===== config.mk =====
export PLATFORM = sky130hd
export DESIGN_NAME = sc_cpuclk_ctrl
export DESIGN_NICKNAME = d
export VERILOG_FILES = /design/src/rtl/sc_cpuclk_ctrl.sv
export SDC_FILE = /design/constraint.sdc
export NUM_CORES = 1
export LEC_CHECK = 0
export ABC_CLOCK_PERIOD_IN_PS = 1950
export BUFFER_PORTS_ARGS = -buffer_cell sky130_fd_sc_hd__clkbuf_2
export CORE_MARGIN = 5
export CORE_UTILIZATION = 36
export DETAILED_ROUTE_END_ITERATION = 16
export PLACE_DENSITY = 0.61
export RECOVER_POWER = 100
export SLEW_MARGIN = 10
export SYNTH_ARGS = -nofsm -noshare
export SYNTH_HDL_FRONTEND = slang
export SYNTH_SLANG_ARGS = --single-unit

===== constraint.sdc =====
create_clock -name clk_50M -period 1.95 [get_ports clk_50M]
set_input_delay 0.39 -clock clk_50M [delete_from_list [all_inputs] [get_ports clk_50M]]
set_output_delay 0.39 -clock clk_50M [all_outputs]
set_load 0.02 [all_outputs]

===== src/rtl/sc_cpuclk_ctrl.sv =====
// sc_cpuclk_ctrl: run/halt/single-step CPU clock controller.
//
// Derives cpuclk (memclk/2) by toggling on memclk rising edges. run_sw lets
// cpuclk free-run. A push-button (step_key) advances exactly one full CPU
// cycle while halted. A CPU rising-edge strobe and a wrapping retired-cycle
// counter are provided for display/debug.
//
// Build option: define SC_CPUCLK_CTRL_DEBOUNCE_EN to enable the step_key
// debouncer. Without it, the synced key level is used directly and
// DEBOUNCE_CYCLES has no effect.
//
// Parameters:
//   DEBOUNCE_CYCLES  clk_50M cycles step_key must be stable to be accepted
//   CNT_W            width of cycle_count
// Ports:
//   clk_50M      in   board clock, rising edge
//   resetn       in   asynchronous active-low reset
//   memclk       in   divider output, already in the clk_50M domain
//   run_sw       in   asynchronous level, 1 = free-run, 0 = halt
//   step_key     in   asynchronous active-low push-button
//   cpuclk       out  derived CPU clock (registered)
//   cpu_rise     out  one-cycle strobe, high while cpuclk first reads 1
//   halted       out  1 while the controller is halted
//   cycle_count  out  count of cpuclk rising edges, wraps
module sc_cpuclk_ctrl #(
  parameter int unsigned DEBOUNCE_CYCLES = 1000000,
  parameter int unsigned CNT_W           = 32
) (
  input  logic             clk_50M,
  input  logic             resetn,
  input  logic             memclk,
  input  logic             run_sw,
  input  logic             step_key,
  output logic             cpuclk,
  output logic             cpu_rise,
  output logic             halted,
  output logic [CNT_W-1:0] cycle_count
);

  typedef enum logic [1:0] {StHalt, StRun, StStep} state_e;

  state_e state_q;

  logic run_meta_q, run_s;
  logic step_meta_q, step_s;
  logic step_db;
  logic step_db_prev_q;
  logic step_evt;
  logic memclk_d;
  logic mem_rise;

  // Two-flop synchronizers.
  always_ff @(posedge clk_50M or negedge resetn) begin
    if (!resetn) begin
      run_meta_q  <= 1'b0;
      run_s       <= 1'b0;
      step_meta_q <= 1'b1;
      step_s      <= 1'b1;
    end else begin
      run_meta_q  <= run_sw;
      run_s       <= run_meta_q;
      step_meta_q <= step_key;
      step_s      <= step_meta_q;
    end
  end

`ifdef SC_CPUCLK_CTRL_DEBOUNCE_EN
  localparam int unsigned DbW = (DEBOUNCE_CYCLES > 1) ? $clog2(DEBOUNCE_CYCLES) : 1;

  logic [DbW-1:0] db_cnt_q;
  logic           step_db_q;

  // A new level is accepted only after it has differed from the current
  // debounced level for DEBOUNCE_CYCLES consecutive cycles.
  always_ff @(posedge clk_50M or negedge resetn) begin
    if (!resetn) begin
      db_cnt_q  <= '0;
      step_db_q <= 1'b1;
    end else if (step_s == step_db_q) begin
      db_cnt_q <= '0;
    end else if (db_cnt_q == DbW'(DEBOUNCE_CYCLES - 1)) begin
      db_cnt_q  <= '0;
      step_db_q <= step_s;
    end else begin
      db_cnt_q <= db_cnt_q + DbW'(1);
    end
  end

  assign step_db = step_db_q;
`else
  assign step_db = step_s;
`endif

  // Edge detectors for the debounced key (press = 1->0) and for memclk.
  always_ff @(posedge clk_50M or negedge resetn) begin
    if (!resetn) begin
      step_db_prev_q <= 1'b1;
      memclk_d       <= 1'b0;
    end else begin
      step_db_prev_q <= step_db;
      memclk_d       <= memclk;
    end
  end

  assign step_evt = step_db_prev_q & ~step_db;
  assign mem_rise = memclk & ~memclk_d;

  // Controller FSM with registered cpuclk, strobe and counter.
  always_ff @(posedge clk_50M or negedge resetn) begin
    if (!resetn) begin
      state_q     <= StHalt;
      cpuclk      <= 1'b0;
      cpu_rise    <= 1'b0;
      cycle_count <= '0;
    end else begin
      cpu_rise <= 1'b0;
      unique case (state_q)
        StHalt: begin
          // Run wins over a coincident step press.
          if (run_s) begin
            state_q <= StRun;
          end else if (step_evt) begin
            state_q <= StStep;
          end
        end
        StRun: begin
          if (mem_rise) begin
            if (run_s) begin
              cpuclk <= ~cpuclk;
              if (!cpuclk) begin
                cpu_rise    <= 1'b1;
                cycle_count <= cycle_count + CNT_W'(1);
              end
            end else begin
              // Halting: finish a high phase, never truncate it.
              cpuclk  <= 1'b0;
              state_q <= StHalt;
            end
          end
        end
        StStep: begin
          if (mem_rise) begin
            cpuclk <= ~cpuclk;
            if (!cpuclk) begin
              cpu_rise    <= 1'b1;
              cycle_count <= cycle_count + CNT_W'(1);
            end else begin
              state_q <= StHalt;
            end
          end
        end
        default: begin
          state_q <= StHalt;
          cpuclk  <= 1'b0;
        end
      endcase
    end
  end

  assign halted = (state_q == StHalt);

endmodule


==> results of run 1 <==
[sequential cells by signal (all words and copies together), names as in the netlist]
register and cells:
cycle_count 32, state_q 2, cpu_rise 1, cpuclk 1
memclk_d 1, run_meta_q 1, run_s 1, step_db 1
step_db_prev_q 1, step_meta_q 1
[cells in the mapped netlist, drive strengths merged, types with 3 or more instances]
cell    count  share of area
a21oi       4          0.010
and2        3         0.0095
and4        6          0.027
dfrtp      39           0.49
dfstp       3          0.040
ha          4          0.025
inv        11          0.021
mux2        3          0.017
nand2      10          0.019
nand2b      3         0.0095
nand3      10          0.025
nand4       9          0.036
nor2        6          0.011
nor3       10          0.025
nor4       10          0.035
xnor2      11          0.049
xor2       20          0.089
[stage by stage]
stage	util	setup TNS, ps	instances
floorplan	-	0	178
global placement	0.426	0	295
detailed placement	0.426	0	295
CTS	0.452	0	303
global route	0.446	-26.3	303
finish	0.446	0	303
[routing by layer]
| layer | routed length [um] | global-route usage |
|---|---|---|
| met5 | 0 | 0 |
| met1 | 2090 | 0.175 |
| met3 | 147 | 0.0355 |
| met4 | 53 | 0.0351 |
| met2 | 2010 | 0.204 |
[worst paths after layout]
| check | slack [ps] | end | startpoint |
|---|---|---|---|
| max in group asynchronous | 590 | cycle_count[3] | resetn |
| worst min-delay path | 170 | step_meta_q | step_key |
| worst max register to register | 110 | cycle_count[31] | state_q[1] |
| worst min register to register | 360 | run_s | run_meta_q |
| min in group asynchronous | 190 | cycle_count[1] | resetn |
| worst max-delay path | 110 | cycle_count[31] | state_q[1] |
[cell families (layout without fill, tap and decap cells)]
family	after synthesis	count (layout)	share of synthesized area
AOI/OAI and AO/OA	8	8	0.0240
xor gates and xnor gates	31	31	0.137
adders and majority gates	4	4	0.0253
buffers and inverters	13	66	0.0247
DFF	42	42	0.533
muxes	3	3	0.0171
and+or+nand+nor	77	77	0.238
[power by group through the flow]
stage / logic (W) / clock network, W / registers [W]
after floorplan: 0.000302 / 0 / 0.00108
final: 0.000536 / 0.000838 / 0.00101
after global routing: 0.000598 / 0.000896 / 0.00103
after CTS: 0.000570 / 0.000867 / 0.00101
after global placement: 0.000555 / 0 / 0.00102
after detailed placement: 0.000569 / 0 / 0.00103
[final cells by class]
type / instances / area [um^2]
tap: 72 / 90.1
clock buffer: 6 / 82.6
clock inverter: 2 / 60.1
fill: 533 / 3020
sequential: 42 / 1050
inverter: 11 / 41.3
multi-input combinational: 123 / 896
timing repair buffer: 47 / 199
[worst max-delay path: cells and delay by family (launching register included)]
kind / cells / cell delay [ps]
xor gates and xnor gates: 1 / 170
adders and majority gates: 1 / 230
buffers and inverters: 2 / 270
DFF: 1 / 380
muxes: 1 / 290
and+or+nand+nor: 2 / 420
==> run summary, run 1 <==
The run finished with clean final reports. The switching share of power is 0.290, and the number of max-capacitance violations reported is 0. The initial antenna violation count is 0, and the number of distinct library cell variants in the gate-level netlist after synthesis is 34. Dividing the detail-routed via count by the number of cells gives 4.94.

The die height was 84.1 um; the leakage power of the design was 1.13 nW. The total congestion overflow after global routing was 0; the largest fanout on the critical path was 13. The transition time of the tightest slew-check pin is 874 ps, and the number of H-tree levels is 2. The register clock-pin slew on the reported worst setup and hold paths came out at 80 ps. The power dissipated by switching net loads was 0.000692 W. Data on the critical path is required at its endpoint by 2170 ps. The total cell area at the placement stage is 2320 um^2, and the number of enable flip-flop cells after synthesis is 0. In this run the cell area of the synthesized design comes to 1980 um^2.

Walking the worst path, the cells encountered are inv_1 > ha_1 > mux2_2 > nand4_1 > buf_4 > nor4_1 > xor2_1. The final layout contains 239 nets. TritonCTS built the clock tree.

The shortest period the worst path allows was 1840 ps; the data arrival at the endpoint of the critical path was 2050 ps. The final cycle utilization of the critical path works out to 0.943. In the routed design, unresolved DRC markers number 0. The fraction of synthesis flops using an asynchronous set or reset pin came out at 1.00.

Count of routing violations after the opening detailed-route iteration: 41. Share of the yosys chip area belonging to registers: 0.533. The startpoint-to-endpoint class of the critical path is flop to flop.

The number of clock buffers added by TritonCTS is 5. Average cell area after synthesis: 11.1 um^2. The post-placement worst setup slack is 137 ps, and the combinational share of power is 0.225. Entering global routing, the biggest net connects 17 pins. The logs give 0.417 for the max-slew headroom at the worst pin and 0 for the count of instances resized after the clock tree is built. The buffers inserted during post-CTS setup optimization is 0.

The cell-internal power was 0.00170 W. Leaving out fill and tap cells, the most frequent cells in the layout are dfrtp_1, clkbuf_1, xor2_1. For the final setup violation count, the log shows 0. Setup repair after global routing could not meet its margin everywhere. Summing all non-filler instances in the final layout gives an area of 2420 um^2. 40 I/O pins were placed. The worst setup path is captured at a flop. The run gives 0.351 as the share of total power in the clock network. The achievable clock frequency is 544 MHz, and the post-synthesis sequential element count is 42. The floorplan step defined a core boundary enclosing 5440 um^2. The logs give 0 for the final number of hold-violating endpoints and 3260 um for the half-perimeter wire length after placement. The later pin in the worst-skew pair is clocked with a latency of 290 ps.

The first detailed-routing pass took 4 iterations. The run gives 7.93 ps as the clock skew after layout. For the number of max-slew violations in the final report, the log shows 0. For the portion of total power attributed to sequential cells, the log shows 0.424. The largest incremental delay on the critical path was 380 ps. The most frequently used flop master after synthesis was dfrtp_1.

After clock tree synthesis, the flow added hold-fix buffers numbering 0. The average detailed-routed wire length per instance came out at 14.2 um. The tools report the minimum setup slack in the final design as 111 ps. Initial core utilization: 0.364. The power density of the placed cells is 985 nW/um^2. The clock root buffer master is clkbuf_8.

The die covers 7080 um^2. Measured in cells, the most critical reg-to-reg path has a length of 7. The run gives 1,500 as the via count of the first global-routing pass. The number of antenna diodes in the final layout is 0. Summing over every cut layer, the via total after detailed routing is 1,496. From left edge to right edge, the die measures 84.1 um. VDD sags by at most 555 uV. The detail route stage leaves a number of antenna-violating nets equal to 0.

The design draws 0.00239 W. The launching element type of the critical path is a flop. Relative to the synthesized area, the layout overhead comes to 22.5%. The tools report the final RePlAce weighted congestion as 0.797.

For this design, the slowest cell found on the critical path is dfrtp_1. The count of synthesis-stage warnings from yosys came out at 0. The number of nets handed over by synthesis was 187. The first global-routing pass estimated 7350 um of wire. Counting every sink on the clock net gives 42. The share of final-layout standard cells stronger than drive strength 1 came out at 0.143. The path type of the worst min-delay path is primary input to flop. Summed over all layers, the routed wires come to 4310 um. Across all hold checks on the routed design, the worst slack comes to 170 ps. The total routing usage reported by global routing is 0.130, and the hold-critical path depth is 1. Total of buffers placed on input and output ports: 39.

Synthesis produced a netlist whose cell count is 178. The tools report the number of cell rows as 27. The longest clock path from root to sink contains 2 buffers.
Note: power is estimated with default switching activity, not from simulation.
==> inputs of run 2 (changes only) <==
Settings changed: ABC_CLOCK_PERIOD_IN_PS 1950 to 2200, PLACE_DENSITY 0.61 to 0.59.
Clock period 1.95 ns to 2.2 ns, I/O delays scaled along.
==> run 2 against run 1 <==
  * Count of clock-buffer cells in the layout grew 1
  * Cell area decreased by 4.0%
  * Largest power group unchanged
  * Largest cell class unchanged
  * Utilization fell by 1.8 points
==> run summary, run 2 (synthesized netlist as in run 1, its figures left out) <==
The run finished with clean final reports. The tools report the number of routed nets with antenna violations as 0 (unchanged). Leaving out fill and tap cells, the most frequent cell in the layout is clkbuf_1. The number of nets at the end of the flow is 234 (-2.1%).

The area taken by flip-flops and latches is 1050 um^2 (unchanged). The count of instances resized after the clock tree is built came out at 0 (unchanged). The number of flip-flops under the largest register name came out at 32 (unchanged).

The run gives 0 (unchanged) as the total congestion overflow after global routing. The worst vdd rail ir drop was 746 uV (+34%); the first-pass GRT wire length was 7400 um (+0.65%). The share of final-layout standard cells stronger than drive strength 1 was 0.0929 (-0.0499).

The worst hold path belongs to the class primary input to flop. Setup repair after global routing left no endpoint under its margin. The data required time at the worst endpoint was 2380 ps (+210 ps); the power density of the placed cells was 828 nW/um^2 (-16%).

The final cycle utilization of the critical path came out at 0.865 (-0.0786). The number of iterations in the first detailed-routing pass came out at 4 (unchanged). The tools report the clock sink total as 42 (unchanged).

The tools report the power consumption as 0.00193 W (-19%). The logs give 290 ps (about the same) for the clock insertion delay at the later pin of the skew report and 27 (unchanged) for the number of cell rows. The initial antenna violation count was 0 (unchanged). The achievable clock frequency is 526 MHz (-3.3%). The tools report the endpoint class of the critical path as a flop.

The transition time of the tightest slew-check pin was 985 ps (+111 ps); the die height was 84.1 um (unchanged). The count of routing violations after the opening detailed-route iteration was 38 (-7.3%). The sum of routed wire length over all layers was 4200 um (-2.4%).

The number of max-capacitance violations reported was 0 (unchanged). The clock skew after layout is 11.7 ps (+3.75 ps), and the met3 global-route usage is 0.0434 (+0.00790). Number of max-slew violations in the final report: 0 (unchanged). The largest fanout on the critical path was 8 (-5); the area of the die was 7080 um^2 (unchanged).

The layer flagged by global routing as most heavily used is met2. The half-perimeter wire length after placement is 3210 um (-1.5%), and the total of buffers placed on input and output ports is 39 (unchanged). Final setup violation count: 0 (unchanged). TritonCTS built the clock tree. The placeable core area is 5440 um^2 (unchanged), and the area growth from synthesis to layout is 17.6%. The total routing usage reported by global routing was 0.130 (+0.000512).

The met1 routing resource usage after global routing is 0.181 (+0.00513), and the area of the multi-input gates is 871 um^2 (-2.8%). The pin count of the biggest net entering global routing is 20 (+3). The run gives 0 ps (unchanged) as the final total negative setup slack. Largest register by flop count: cycle_count. For the count of boundary I/O pins, the log shows 40 (unchanged).

The final RePlAce weighted congestion is 0.782 (-1.9%). The max-slew headroom at the worst pin is 0.343 (-0.0741). The number of CTS-inserted buffers is 5 (unchanged). For the buffers inserted during post-CTS setup optimization, the log shows 0 (unchanged). The tools report the launching element type of the critical path as a flop. The maximum buffer depth of the clock tree was 2 (unchanged).

The number of DRC violations after detailed routing came out at 0 (unchanged). The largest registers in the layout are cycle_count (32), state_q (2). Overall die width: 84.1 um (unchanged). The register clock-pin slew on the reported worst setup and hold paths was 80 ps (about the same). The tools report the via count of the first global-routing pass as 1,510 (+0.67%). The shortest period the worst path allows is 1900 ps (+62.8 ps).

In the layout the commonest cells are clkbuf_1, dfrtp_1, xor2_1. Leakage power of the design: 1.07 nW (-5.7%). Startpoint-to-endpoint class of the critical path: flop to flop. The average detailed-routed wire length per instance is 14.1 um (-0.73%). The global routing met2 resource utilization is 0.194 (-0.0100), and the via count is 1,463 (-2.2%).

The count of hold-fix buffers inserted at cts is 0 (unchanged). The initial core utilization was 0.364 (unchanged); the filler cell count in the final layout was 560 (+5.1%). Number of H-tree levels: 2 (unchanged).

Clock root buffer master: clkbuf_8. Data arrival at the endpoint of the critical path: 2090 ps (+40 ps). The post-detailed-route via-to-cell ratio was 4.91 (-0.57%); the final number of hold-violating endpoints was 0 (unchanged). The count of antenna diodes in the layout came out at 0 (unchanged).
run 2: per-stage QoR:
step	hold slack, ps	cell area [um^2]	instances	worst slack, ps	utilization
finish	218	2330	298	298	0.428
global route	203	2330	298	150	0.428
detailed placement	336	2280	290	394	0.419
global placement	333	2280	290	405	0.419
floorplan	144	1980	178	375	-
CTS	94.4	2380	298	361	0.438
run 2: critical path: stages, from the launching register on:
cell and delay, ps:
dfrtp_1 380, inv_1 70, ha_1 220, mux2_1 280, and2_0 450, mux2_2 390
run 2: power by group:
part	switching, W	internal (W)
Sequential	0.0000728	0.000836
Combinational	0.000263	0.000161
Clock	0.000256	0.000340
run 2: per-layer routing:
layer	part of all wire	wire length (um)
met5	0	0
met4	0.012	51
met3	0.041	172
met2	0.46	1920
met1	0.49	2060
run 2: final cells by class:
type                       instances  area share
tap                               72      0.0387
multi-input combinational        123       0.374
sequential                        42       0.453
clock inverter                     1      0.0129
inverter                          11      0.0177
timing repair buffer              42      0.0704
clock buffer                       7      0.0328
run 2: final timing paths:
check	startpoint	end	slack (ps)	depth (start not counted)
worst max-delay path	state_q[1]	cycle_count[1]	300	5
worst min-delay path	step_key	step_meta_q	220	1
worst max register to register	state_q[1]	cycle_count[1]	300	5
worst min register to register	run_meta_q	run_s	350	0
max in group asynchronous	resetn	cycle_count[30]	810	2
min in group asynchronous	resetn	cycle_count[0]	280	1
